## src/rtl/spi_master.sv

```systemverilog
// SPI mode-0 initiator: one-byte read or write per start, MSB first.
// Frame = {addr[6:0], rw}, READ_DELAY dummy bits on reads only, then one data byte.
module spi_master #(
  parameter int unsigned CLKDIV     = 4,
  parameter int unsigned READ_DELAY = 0
) (
  input  logic       clk,
  input  logic       reset,
  input  logic       start,
  input  logic       rw,
  input  logic [6:0] addr,
  input  logic [7:0] wdata,
  output logic       busy,
  output logic       done,
  output logic [7:0] rdata,
  output logic       sclk_pin,
  output logic       cs_pin,
  output logic       mosi_pin,
  input  logic       miso_pin
);

  localparam int unsigned DW       = (CLKDIV > 1) ? $clog2(CLKDIV) : 1;
  localparam int unsigned RD_LAST  = 15 + READ_DELAY;
  localparam int unsigned BW       = $clog2(RD_LAST + 1);
  localparam int unsigned RX_FIRST = 8 + READ_DELAY;

  typedef enum logic [2:0] {
    S_IDLE,
    S_SETUP,
    S_SHIFT,
    S_HOLD,
    S_GAP
  } state_t;

  state_t          state_q;
  logic [DW-1:0]   div_q;
  logic [BW-1:0]   bit_q;
  logic [14:0]     tx_q;
  logic [7:0]      rx_q;
  logic            rw_q;
  logic            gap_q;
  logic            sclk_q;
  logic            cs_q;
  logic            mosi_q;
  logic            busy_q;
  logic            done_q;
  logic [7:0]      rdata_q;

  logic            tick_d;
  logic [BW-1:0]   last_bit_d;

  // Divider terminal count and the frame's final bit index.
  always_comb begin
    tick_d     = (state_q != S_IDLE) && (div_q == DW'(CLKDIV - 1));
    last_bit_d = rw_q ? BW'(RD_LAST) : BW'(15);
  end

  // Frame sequencer; addr[6] goes straight to mosi, the other 15 bits shift out of tx_q.
  always_ff @(posedge clk or posedge reset) begin
    if (reset) begin
      state_q <= S_IDLE;
      div_q   <= '0;
      bit_q   <= '0;
      tx_q    <= '0;
      rx_q    <= '0;
      rw_q    <= 1'b0;
      gap_q   <= 1'b0;
      sclk_q  <= 1'b0;
      cs_q    <= 1'b1;
      mosi_q  <= 1'b0;
      busy_q  <= 1'b0;
      done_q  <= 1'b0;
      rdata_q <= '0;
    end else begin
      done_q <= 1'b0;
      if (state_q == S_IDLE) begin
        div_q <= '0;
      end else begin
        div_q <= tick_d ? '0 : div_q + DW'(1);
      end
      case (state_q)
        S_IDLE: begin
          if (start) begin
            tx_q    <= {addr[5:0], rw, wdata};
            rw_q    <= rw;
            cs_q    <= 1'b0;
            busy_q  <= 1'b1;
            mosi_q  <= addr[6];
            bit_q   <= '0;
            gap_q   <= 1'b0;
            state_q <= S_SETUP;
          end
        end
        S_SETUP: begin
          if (tick_d) begin
            sclk_q  <= 1'b1;
            state_q <= S_SHIFT;
          end
        end
        S_SHIFT: begin
          if (tick_d) begin
            if (!sclk_q) begin
              sclk_q <= 1'b1;
              if (rw_q && (bit_q >= BW'(RX_FIRST))) begin
                rx_q <= {rx_q[6:0], miso_pin};
              end
            end else begin
              sclk_q <= 1'b0;
              if (bit_q == last_bit_d) begin
                mosi_q  <= 1'b0;
                state_q <= S_HOLD;
              end else begin
                bit_q  <= bit_q + BW'(1);
                tx_q   <= {tx_q[13:0], 1'b0};
                // Reads send zeros once past the command byte (dummy and data bits).
                mosi_q <= (rw_q && (bit_q >= BW'(7))) ? 1'b0 : tx_q[14];
              end
            end
          end
        end
        S_HOLD: begin
          if (tick_d) begin
            cs_q    <= 1'b1;
            done_q  <= 1'b1;
            if (rw_q) begin
              rdata_q <= rx_q;
            end
            state_q <= S_GAP;
          end
        end
        S_GAP: begin
          if (tick_d) begin
            if (gap_q) begin
              busy_q  <= 1'b0;
              state_q <= S_IDLE;
            end else begin
              gap_q <= 1'b1;
            end
          end
        end
        default: state_q <= S_IDLE;
      endcase
    end
  end

  assign busy     = busy_q;
  assign done     = done_q;
  assign rdata    = rdata_q;
  assign sclk_pin = sclk_q;
  assign cs_pin   = cs_q;
  assign mosi_pin = mosi_q;

endmodule

```

## config.mk

```make
export PLATFORM = sky130hd
export DESIGN_NAME = spi_master
export DESIGN_NICKNAME = d
export VERILOG_FILES = /design/src/rtl/spi_master.sv
export SDC_FILE = /design/constraint.sdc
export NUM_CORES = 1
export LEC_CHECK = 0
export ABC_AREA = 1
export BUFFER_PORTS_ARGS = -buffer_cell sky130_fd_sc_hd__buf_4
export CAP_MARGIN = 10
export CORE_AREA = 2 2 79 81
export CTS_BUF_LIST = sky130_fd_sc_hd__clkbuf_8
export DETAILED_ROUTE_END_ITERATION = 7
export DIE_AREA = 0 0 81 83
export GPL_ROUTABILITY_DRIVEN = 1
export REMOVE_ABC_BUFFERS = 1
export SLEW_MARGIN = 5
export SYNTH_ARGS = -nofsm -noshare
export SYNTH_HDL_FRONTEND = slang
export SYNTH_SLANG_ARGS = --single-unit
```

## constraint.sdc

```tcl
create_clock -name clk -period 1.8 [get_ports clk]
set_input_delay 0.18 -clock clk [delete_from_list [all_inputs] [get_ports clk]]
set_output_delay 0.18 -clock clk [all_outputs]
set_load 0.05 [all_outputs]
```

---- After elaboration in Yosys (flattened, before gate mapping) ----
Cells that the tools add are included.
storage, ports and cells
  flip-flop bits (word level) ............. 47
  input bits .............................. 20
  output and inout port bits .............. 13
  word-level logic and storage cells ...... 92
cells by class
  $add $sub $neg .......................... 2
  order comparisons ....................... 2
  equal/unequal tests ..................... 15
  muxes and demuxes ....................... 40
  bitwise logic cells ..................... 1
  reductions and logical operators ........ 19
operator list
  cell                                                               count
  2-to-1 mux 15 bit                                                  4
  case mux 15 bit (2 select lines)                                   1
  2-to-1 mux 3 bit                                                   8
  != test 2 bit, second input constant                               9
  2-to-1 mux 4 bit                                                   4
  case mux 3 bit (5 select lines)                                    1
  2-to-1 mux 1 bit                                                   14
  AND reduction 3 bit                                                4
  AND reduction 4 bit                                                3
  case mux 1 bit (2 select lines)                                    5
  case mux 4 bit (2 select lines)                                    1
  AND reduction 8 bit                                                1
  nonzero test 2 bit                                                 4
  == test 3 x 2 -> 1 bit, second input constant                      2
  AND reduction 5 bit                                                1
  adder 4 x 1 -> 4 bit, second input constant                        1
  == test 4 bit, second input constant                               1
  greater-or-equal comparator 4 x 3 -> 1 bit, second input constant  1
  greater-or-equal comparator 4 bit, second input constant           1
  2-to-1 mux 2 bit                                                   2
  == test 3 x 1 -> 1 bit, second input constant                      1
  == test 3 bit, second input constant                               1
  logical AND 1 bit                                                  3
  zero test 3 bit                                                    1
  5 further kinds                                                    5

---- Longest topological paths before layout ----
Gate-level depths: netlist of the first run.
  depth in word-level cells ............... 7
  mapped depth ............................ 9
  mapped depth without buffers ............ 8

---- Least setup slack after synthesis of the first run ----
OpenSTA, ideal clock, no wires.
  path kind ............................... flip-flop to flip-flop
  from .................................... register sclk_q (netlist: sclk_pin)
  to ...................................... register bit_q[3]
  setup time .............................. 0.117 ns
  arrival ................................. 1.398 ns
  required time ........................... 1.683 ns
  slack ................................... 0.285 ns
  cell stages (with the launch flop) ...... 9
  buffers on the path ..................... 1
  period minus slack after synthesis ...... 1.515 ns
  path through ............................ dfrtp_1 > inv_1 > nand3_1 > nand2_1 > nor2_4 > nand2_4 > buf_6 > nand2_1 > nand2_1
between the ends
  cells in the longest elaborated chain, start to end .. 2
RTL lines
  item                           line  RTL
  from (decl)                    42    logic sclk_q;
  from (signal assigned)         68    sclk_q <= 1'b0;
  from (signal assigned)         96    sclk_q <= 1'b1;
  from (signal assigned)         103   sclk_q <= 1'b1;
  != test 2 bit (no line)        n/a
  AND reduction 5 bit (no line)  n/a
  to (signal assigned)           113   bit_q <= bit_q + BW'(1);
  to (decl)                      37    logic [BW-1:0] bit_q;
No other way between the ends.
A chain may end at the register's enable or synchronous reset.

---- Worst setup path in the final report of the first run ----
  from .................................... register div_q[0]
  to ...................................... register tx_q[11]
between the ends
  cells in the longest elaborated chain, start to end .. 4
RTL lines
  item                           line  RTL
  from (decl)                    36    logic [DW-1:0] div_q;
  from (signal assigned)         79    div_q <= tick_d ? '0 : div_q + DW'(1);
  == test 2 bit                  54    tick_d = (state_q != S_IDLE) && (div_q == DW'(CLKDIV - 1));
  logical AND 1 bit              54
  != test 2 bit (no line)        n/a
  AND reduction 5 bit (no line)  n/a
  to (signal assigned)           84    tx_q <= {addr[5:0], rw, wdata};
  to (signal assigned)           114   tx_q <= {tx_q[13:0], 1'b0};
  to (decl)                      38    logic [14:0] tx_q;
No other way between the ends.

==> reports/results.txt, run 1 <==
drt first pass iters - 4
EDFF count, synth - 0
CTS Buffer Depth - 2
unrepaired setup endpoints after global routing - false
Tmin final - 1.63 ns
most frequent cell after synthesis - nand2_1
hold_sp - miso_pin
CP Data Required Time - 2.00 ns
post-CTS resize count - 0
All-Layer GR Usage - 14.8%
Hold Violations, Final - 0
Port Buf Inserts - 32
DR vias - 1,859
Design Area, Final - 0.00268 mm²
setup tns final - 0 ns
Worst Hold Class - in -> reg
core area - 0.00582 mm²
# nets final - 340
Hold Path Depth - 3
Critical-path top delay cell - dfrtp_1
Bufs and invs on worst path - 0
flops & latches, synth - 47
pwr dens - 1430 mW/mm²
Worst-path clk slew - 0.09 ns
Max VDD drop - 0.585 mV
Clk Latency, worst-skew pair - 0.31 ns
clock sinks - 47
final setup vio count - 0
Max Clk Rate - 612 MHz
DIE WIDTH - 81 µm
CP Launch Type - flip-flop
slew margin rel. - 68.1%
max_cap viols - 0
Vias/cell - 4.72
WHS - 0.0928 ns
Crit Path Class - reg -> reg
Yosys cell types - 23
ranking of synthesized cells by area - dfrtp_1 (51%), nand2_1 (20%), nand3_1 (7.5%)
status - complete, no violations
synthesized area - 0.00226 mm²
hold endpoint - rx_q[0]
Reg2Reg Setup Slack - 0.17 ns
final WL - 4.49 mm
placed cells - 385
# DRC - 0
number of H-tree levels - 2
Least-Margin Pin Slew - 0.478 ns
sequential area share after synthesis - 52.1%
Clock Skew - 0.00747 ns
delay of the slowest critical-path stage - 0.36 ns
CTS tree - done
CTS buffer count - 5
DR WL/cell - 11.4 µm
cell leakage power - 1.44 nW
initial core utilization - 38.9%
post-CTS setup buffers - 0
layout cells sized above 1 - 18.2%
CP endpoint kind - flip-flop
top cell type's share of synthesized area - 50.9%
Starting DRT DRC Count - 118
Avg Synthesized Cell Area - 7.96 µm²
Power Total - 0.00383 W
Syn-to-layout area delta - 18.5%
Die ar. - 0.00672 mm²
post-route insts no fill - 394
CP Max Fanout - 19
ant diodes - 0
clock root buffer - clkbuf_8
Placer Congestion - 0.861
Synth Warn # - 0
placed cell areas - 0.00257 mm²
vias in the first global route - 1,733
Syn Inst Count - 284
Synth top cells by count - nand2_1 (121), dfrtp_1 (46), nand3_1 (34), inv_1 (21), o21ai_1 (17)
CP delay by family, top - simple AND/OR/NAND/NOR gates
Crit path top cell by count - nand2_1
post-synth top area cell - dfrtp_1
R2R Path Start - div_q[0]
Die H - 83 µm
Detail Placement HPWL - 3.16 mm
Core Rows - 28
first-pass GRT wire length - 7.99 mm
worst-path cell chain - ha_1 > o21ai_1 > nor2_4 > nand2_4 > nand2_1 > nand2_1
gr ovfl total - 0
I/O pin total - 33
Routed Antenna Nets - 0
largest net degree at the start of global routing - 29
Slew Limit Fails - 0
reg2reg end - tx_q[11]
Async SR Flop Fraction - 100%
initial antenna violation count - 0
Final period util - 90.8%
Crit path arrival time - 1.83 ns
worst r2r path cells - 6
most used flip-flop cell after synthesis - dfrtp_1
[state kept, by name, indices dropped and copies added (netlist names)]
name,cells
tx_q,15
rdata,8
rx_q,8
bit_q,4
state_q,3
div_q,2
busy,1
cs_pin,1
done,1
gap_q,1
mosi_pin,1
rw_q,1
sclk_pin,1
[worst reg2reg max path, stage by stage (launching register included)]
cell,delay (ns)
dfrtp_1,0.36
ha_1,0.34
o21ai_1,0.19
nor2_4,0.27
nand2_4,0.19
nand2_1,0.11
nand2_1,0.06
[stage by stage]
stage	worst slack, ns	util, %
after CTS	0.160	46.1
after global placement	0.220	44.2
final	0.166	46.1
after floorplan	0.111	-
after global routing	0.00466	46.1
after detailed placement	0.169	44.2
[cells in the final DEF (no fill, tap or decap), drive strengths merged, types with 2 or more instances in the layout]
cell type / count
nand2: 126
dfrtp: 46
buf: 36
nand3: 34
inv: 25
o21ai: 22
nor2: 15
clkbuf: 5
nor3: 2
ha: 2
[worst max path at each step]
stage	startpoint	endpoint	slack [ns]	cells after the start
floorplan	sclk_pin	tx_q[0]	0.11	7
global placement	div_q[0]	bit_q[3]	0.22	6
detailed placement	div_q[0]	tx_q[11]	0.17	6
CTS	div_q[0]	tx_q[1]	0.16	6
global route	state_q[1]	bit_q[3]	0.005	7
finish	div_q[0]	tx_q[11]	0.17	6
[metal layers]
metal	up-vias	share of wire (%)	routed length [µm]	global-route usage, %
li1	961	-	-	-
met1	842	48	2170	21.8
met2	53	46	2070	22.1
met3	3	4.9	222	3.59
met4	0	0.62	28	2.77
met5	-	0	0	0
[cells by family (layout without fill, tap and decap cells)]
family	Yosys count	count (layout)	share of synthesized area (%)
AO/OA/AOI/OAI	23	23	5.20
buffers and inverters	33	68	6.81
flip-flops	47	47	52.1
adder cells (fa/ha/maj)	2	2	1.11
AND/OR/NAND/NOR	179	179	34.8
[timing repair]
item / CTS / global route
endpoints found under the setup margin: 0 / 0
hold buffers: 1 / 0
hold endpoints to repair: 19 / 0
[cell type report]
cell class,instances,area (µm²)
multi-input combinational,204,930
clock inverter,3,27.5
fill,623,3140
sequential,47,1180
tap,75,93.8
timing repair buffer,37,293
inverter,23,88.8
clock buffer,5,68.8
[report_power, final]
| part | switching (W) | internal (W) | total [W] |
|---|---|---|---|
| logic | 0.00106 | 0.000521 | 0.00158 |
| clock network | 0.000398 | 0.000288 | 0.000686 |
| registers | 0.000214 | 0.00135 | 0.00156 |
| total | 0.00167 | 0.00216 | 0.00383 |
Note: power is estimated with default switching activity, not from simulation.
==> run 2, diff against run 1 <==
- REMOVE_ABC_BUFFERS: 1 -> unset
==> reports/results.txt, run 2 (same netlist as run 1, synthesis figures left out) <==
Crit Path Class - reg -> reg
core area - 0.00582 mm² (unchanged)
DR vias - 1,849 (-0.54%)
Worst Hold Class - in -> reg
CTS Buffer Depth - 2 (unchanged)
Clk Latency, worst-skew pair - 0.30 ns (about the same)
setup tns final - 0 ns (unchanged)
unrepaired setup endpoints after global routing - false
vias in the first global route - 1,760 (+1.6%)
final WL - 4.78 mm (+6.3%)
layout cells sized above 1 - 19.4% (+1.3 points)
initial core utilization - 38.9% (unchanged)
ant diodes - 0 (unchanged)
post-CTS resize count - 0 (unchanged)
Max VDD drop - 0.580 mV (-0.97%)
All-Layer GR Usage - 15.5% (+0.77 points)
worst setup margin - 0.167 ns (+0.00136 ns)
clock sinks - 47 (unchanged)
syn_nets - 306
Least-Margin Pin Slew - 0.457 ns (-0.0207 ns)
Routed Antenna Nets - 0 (unchanged)
status - complete, no violations
clock root buffer - clkbuf_8
Largest register FFs - 15 (unchanged)
Clock Skew - 0.00324 ns (-0.00423 ns)
delay of the slowest critical-path stage - 0.40 ns (+0.04 ns)
Critical-path top delay cell - dfrtp_1
Worst-path clk slew - 0.09 ns (about the same)
CP Launch Type - flip-flop
Max Clk Rate - 612 MHz (about the same)
fill count - 601 (-3.5%)
initial antenna violation count - 0 (unchanged)
Slew Limit Fails - 0 (unchanged)
Hold Violations, Final - 0 (unchanged)
DIE WIDTH - 81 µm (unchanged)
# DRC - 0 (unchanged)
I/O pin total - 33 (unchanged)
drt first pass iters - 4 (unchanged)
Die ar. - 0.00672 mm² (unchanged)
DR WL/cell - 12.0 µm (+5.0%)
cell leakage power - 1.47 nW (+2.3%)
most flop-heavy register - tx_q
worst-path cell chain - ha_1 > o21ai_1 > nor2_4 > buf_12 > nand2_4 > nand2_1 > nand2_1
CP Data Required Time - 2.04 ns (+0.04 ns)
placed cells - 387 (+0.52%)
Detail Placement HPWL - 3.28 mm (+3.9%)
Port Buf Inserts - 32 (unchanged)
commonest non-fill, non-tap cell in the layout - nand2_1
WHS - 0.0938 ns (+0.000909 ns)
Crit path arrival time - 1.88 ns (+0.05 ns)
pre-CTS setup slack - 0.00895 ns (-0.160 ns)
CTS buffer count - 5 (unchanged)
Placer Congestion - 0.830 (-3.6%)
gr ovfl total - 0 (unchanged)
max_cap viols - 0 (unchanged)
first-pass GRT wire length - 8.23 mm (+3.0%)
final setup vio count - 0 (unchanged)
CP Max Fanout - 19 (unchanged)
Crit path top cell by count - nand2_1
commonest non-fill, non-tap cells in the layout - nand2_1 (121), dfrtp_1 (46), buf_4 (39)
CTS tree - done
post-route insts no fill - 399 (+1.3%)
largest net degree at the start of global routing - 22 (-24%)
Final period util - 90.7% (about the same)
Starting DRT DRC Count - 125 (+5.9%)
number of H-tree levels - 2 (unchanged)
Bufs and invs on worst path - 1 (+1)
# nets final - 345 (+1.5%)
CP endpoint kind - flip-flop
CP delay by family, top - simple AND/OR/NAND/NOR gates
slew margin rel. - 69.5% (+1.4 points)
Syn-to-layout area delta - 20.8%
Vias/cell - 4.63 (-1.8%)
pwr dens - 1480 mW/mm² (+3.8%)
Die H - 83 µm (unchanged)
Core Rows - 28 (unchanged)
Tmin final - 1.63 ns (-0.00136 ns)
[run 2: final timing paths]
check                           startpoint  slack, ns       end  cells after the start
worst max-delay path              div_q[0]       0.17  tx_q[12]                      7
worst min-delay path              miso_pin       0.09   rx_q[0]                      3
worst max register to register    div_q[0]       0.17  tx_q[12]                      7
worst min register to register    div_q[0]       0.46  div_q[0]                      1
max in group asynchronous            reset       0.77    cs_pin                      4
min in group asynchronous            reset       0.40  tx_q[12]                      3
[run 2: repair_timing]
action,CTS,global route
hold endpoints to repair,16,0
setup buffers,0,2
pin swaps,1,1
setup endpoints to repair,1,19
hold buffers,1,0
gates cloned,0,1
[run 2: layout make-up]
type	count	area (µm²)	area share, %
sequential	47	1180	43.1
multi-input combinational	205	936	34.3
timing repair buffer	41	323	11.8
tap	75	93.8	3.44
inverter	23	88.8	3.25
clock buffer	5	68.8	2.52
clock inverter	3	43.8	1.60
[run 2: worst reg2reg max path, stage by stage, from the launching register on]
cell     delay [ns]
dfrtp_1        0.40
ha_1           0.22
o21ai_1        0.38
nor2_4         0.09
buf_12         0.16
nand2_4        0.18
nand2_1        0.08
nand2_1        0.07
[run 2: metrics by stage]
step,power (W),util (%),instance area (µm²)
CTS,0.00395,46.4,2700
floorplan,0.00280,-,2260
detailed placement,0.00316,44.3,2570
finish,0.00405,47.0,2730
global route,0.00442,47.0,2730
global placement,0.00314,44.3,2570
[run 2: layer usage]
layer | wire length, µm | share of wire [%] | track usage, % | vias to the layer above
met5 | 0 | 0 | 0 | -
met4 | 70 | 1.5 | 6.01 | 0
met3 | 157 | 3.3 | 2.83 | 6
met2 | 2240 | 47 | 22.8 | 25
met1 | 2310 | 48 | 22.5 | 835
li1 | - | - | - | 983
[run 2: where the power goes]
part           switching [W]  total (W)  internal [W]
logic                0.00111    0.00172      0.000606
registers           0.000197    0.00155       0.00135
clock network       0.000373   0.000787      0.000414
==> run 3, diff against run 2 <==
- ABC_AREA: 1 -> unset
- CORE_AREA: 2 2 79 81 -> 2 2 78 80
- DIE_AREA: 0 0 81 83 -> 0 0 80 82
==> reports/results.txt, run 3 <==
status - complete, no violations
Crit path top cell by count - mux2_2
cell-internal power - 0.00274 W (+16%)
Clock Skew - 0.00401 ns (+0.000774 ns)
Final period util - 95.8% (+5.1 points)
number of H-tree levels - 2 (unchanged)
Detail Placement HPWL - 2.99 mm (-8.9%)
DR vias - 1,405 (-24%)
All-Layer GR Usage - 13.4% (-2.1 points)
initial core utilization - 38.3% (-0.55 points)
Clk pwr share - 22.2% (+2.8 points)
clock sinks - 47 (unchanged)
layout cells sized above 1 - 50.5% (+31 points)
Synth Warn # - 0 (unchanged)
slew margin rel. - 51.3% (-18 points)
Avg Synthesized Cell Area - 13.4 µm² (+69%)
ranking of synthesized cells by area - dfrtp_1 (52%), mux2_2 (20%), mux2_4 (4.1%)
area of the multi-input gates - 961 µm² (+2.7%)
Least-Margin Pin Slew - 0.727 ns (+0.269 ns)
CP endpoint kind - flip-flop
Reg2Reg Setup Slack - 0.08 ns (-0.09 ns)
largest net degree at the start of global routing - 29 (+32%)
most flop-heavy register - tx_q
sequential area share after synthesis - 53.5% (+1.4 points)
Max VDD drop - 0.588 mV (+1.5%)
CP Data Required Time - 1.98 ns (-0.06 ns)
Comb pwr share - 37.4% (-5.0 points)
Max Clk Rate - 580 MHz (-5.3%)
Die ar. - 0.00656 mm² (-2.4%)
Largest register FFs - 15 (unchanged)
Async SR Flop Fraction - 100% (unchanged)
gr ovfl total - 0 (unchanged)
initial antenna violation count - 0 (unchanged)
CTS Buffer Depth - 2 (unchanged)
commonest non-fill, non-tap cell in the layout - dfrtp_1
delay of the slowest critical-path stage - 0.48 ns (+0.08 ns)
CTS tree - done
Tmin final - 1.72 ns (+0.0919 ns)
Port Buf Inserts - 32 (unchanged)
final WL - 4.09 mm (-14%)
top cell type's share of synthesized area - 52.3% (+1.4 points)
Critical-path top delay cell - dfrtp_1
final setup vio count - 0 (unchanged)
Yosys cell types - 37 (+61%)
Core Rows - 28 (unchanged)
core area - 0.00575 mm² (-1.2%)
Power Total - 0.00401 W (-0.92%)
flops & latches, synth - 47 (unchanged)
Die H - 82 µm (-1.2%)
Clk Latency, worst-skew pair - 0.29 ns (about the same)
most used flip-flop cell after synthesis - dfrtp_1
clock root buffer - clkbuf_8
DR WL/cell - 14.6 µm (+22%)
synthesized area - 0.00220 mm² (-2.6%)
unrepaired setup endpoints after global routing - false
first-pass GRT wire length - 6.78 mm (-18%)
Placer Congestion - 0.812 (-2.2%)
ant diodes - 0 (unchanged)
fill count - 538 (-10%)
pwr dens - 1470 mW/mm² (-0.83%)
Syn Inst Count - 164 (-42%)
EDFF count, synth - 0 (unchanged)
Syn-to-layout area delta - 23.9%
most frequent cell after synthesis - dfrtp_1
Slew Limit Fails - 0 (unchanged)
vias in the first global route - 1,430 (-19%)
Crit path arrival time - 1.91 ns (+0.03 ns)
# DRC - 0 (unchanged)
CP Max Fanout - 21 (+2)
Vias/cell - 5.04 (+8.7%)
DIE WIDTH - 80 µm (-1.2%)
Starting DRT DRC Count - 76 (-39%)
max_cap viols - 0 (unchanged)
CP Launch Type - flip-flop
sequential group share of total power - 40.5% (+2.4 points)
commonest non-fill, non-tap cells in the layout - dfrtp_1 (45), mux2_2 (39), buf_4 (37)
Worst-path clk slew - 0.08 ns (about the same)
Hold Violations, Final - 0 (unchanged)
Sw Ratio - 31.7% (-9.8 points)
Net Sw Power - 0.00127 W (-24%)
syn_nets - 186 (-39%)
cell leakage power - 1.25 nW (-15%)
worst-path cell chain - nor3b_2 > buf_12 > mux2_2 > mux2_2
sequential standard cell area - 0.00118 mm² (+0.11%)
CTS buffer count - 5 (unchanged)
Crit Path Class - reg -> reg
post-CTS setup buffers - 0 (unchanged)
setup tns final - 0 ns (unchanged)
I/O pin total - 33 (unchanged)
Worst Hold Class - in -> reg
# nets final - 225 (-35%)
post-synth top area cell - dfrtp_1
drt first pass iters - 4 (unchanged)
Synth top cells by count - dfrtp_1 (46), mux2_2 (39), nand2_1 (8), mux2_4 (6)
Routed Antenna Nets - 0 (unchanged)
## run 3: cell types whose count changed in the layout (fill, tap and decap cells not counted), sizes merged, moves of 4 or more
cell	delta
o21ai	-22
nor2b	+4
inv	-19
nand3	-28
a21oi	+5
nand2b	+4
nand2	-118
nor2	-12
mux2	+46
## run 3: power groups by stage
stage	Combinational, W	Clock [W]	Sequential, W
finish	0.00150	0.000890	0.00162
global route	0.00163	0.000962	0.00167
CTS	0.00152	0.000922	0.00163
detailed placement	0.00150	0	0.00164
global placement	0.00145	0	0.00161
floorplan	0.00107	0	0.00168
## run 3: what timing repair did
| item | CTS | global route |
|---|---|---|
| gates resized for setup | 0 | 2 |
| hold endpoints to repair | 18 | 0 |
| hold buffers | 1 | 0 |
| endpoints found under the setup margin | 0 | 26 |
## run 3: kinds of logic after synthesis
| family | share of synthesized area [%] |
|---|---|
| buffers and inverters | 3.64 |
| and+or+nand+nor | 8.58 |
| muxes | 25.5 |
| AOI/OAI and AO/OA | 7.33 |
| DFF | 53.5 |
| xor gates and xnor gates | 0.398 |
| adders and majority gates | 1.14 |
## run 3: cell type report
cell class / instances / share of cell area (%)
Sequential cell: 47 / 43.2
Inverter: 4 / 0.550
Tap cell: 75 / 3.44
Clock inverter: 3 / 2.34
Timing Repair Buffer: 41 / 12.7
Multi-Input combinational cell: 104 / 35.2
Clock buffer: 5 / 2.52
## run 3: worst max-delay path, delay by kind of cell, from the launching register on
kind          cells  cell delay [ns]
flops             1             0.48
simple gates      1             0.31
mux               2             0.60
buf+inv           1             0.20
## run 3: metal layers
| layer | global-route usage [%] | vias up | part of all wire, % |
|---|---|---|---|
| li1 | - | 663 | - |
| met1 | 16.8 | 705 | 43 |
| met4 | 4.07 | 0 | 1.1 |
| met3 | 3.19 | 5 | 5.0 |
| met2 | 23.2 | 32 | 51 |
| met5 | 0 | - | 0 |
## run 3: per-stage QoR
stage               area, µm²  std cells  hold WS [ns]  util [%]  setup slack (ns)
global placement         2580        270         0.241      44.9            0.0701
detailed placement       2580        270         0.260      44.9            0.0558
CTS                      2730        279         0.128      47.4            0.0126
finish                   2730        279         0.137      47.5            0.0750
global route             2730        279         0.125      47.5           0.00219
floorplan                2220        164         0.330         -            0.0148
## run 3: worst paths after layout
check                      cells past startpoint  endpoint       start
setup / recovery                               4  tx_q[10]  state_q[2]
hold / removal                                 2   rx_q[0]    miso_pin
setup reg to reg                               4  tx_q[10]  state_q[2]
hold reg to reg                                1  div_q[0]    div_q[0]
max in group asynchronous                      4  tx_q[10]       reset
min in group asynchronous                      3   rx_q[5]       reset
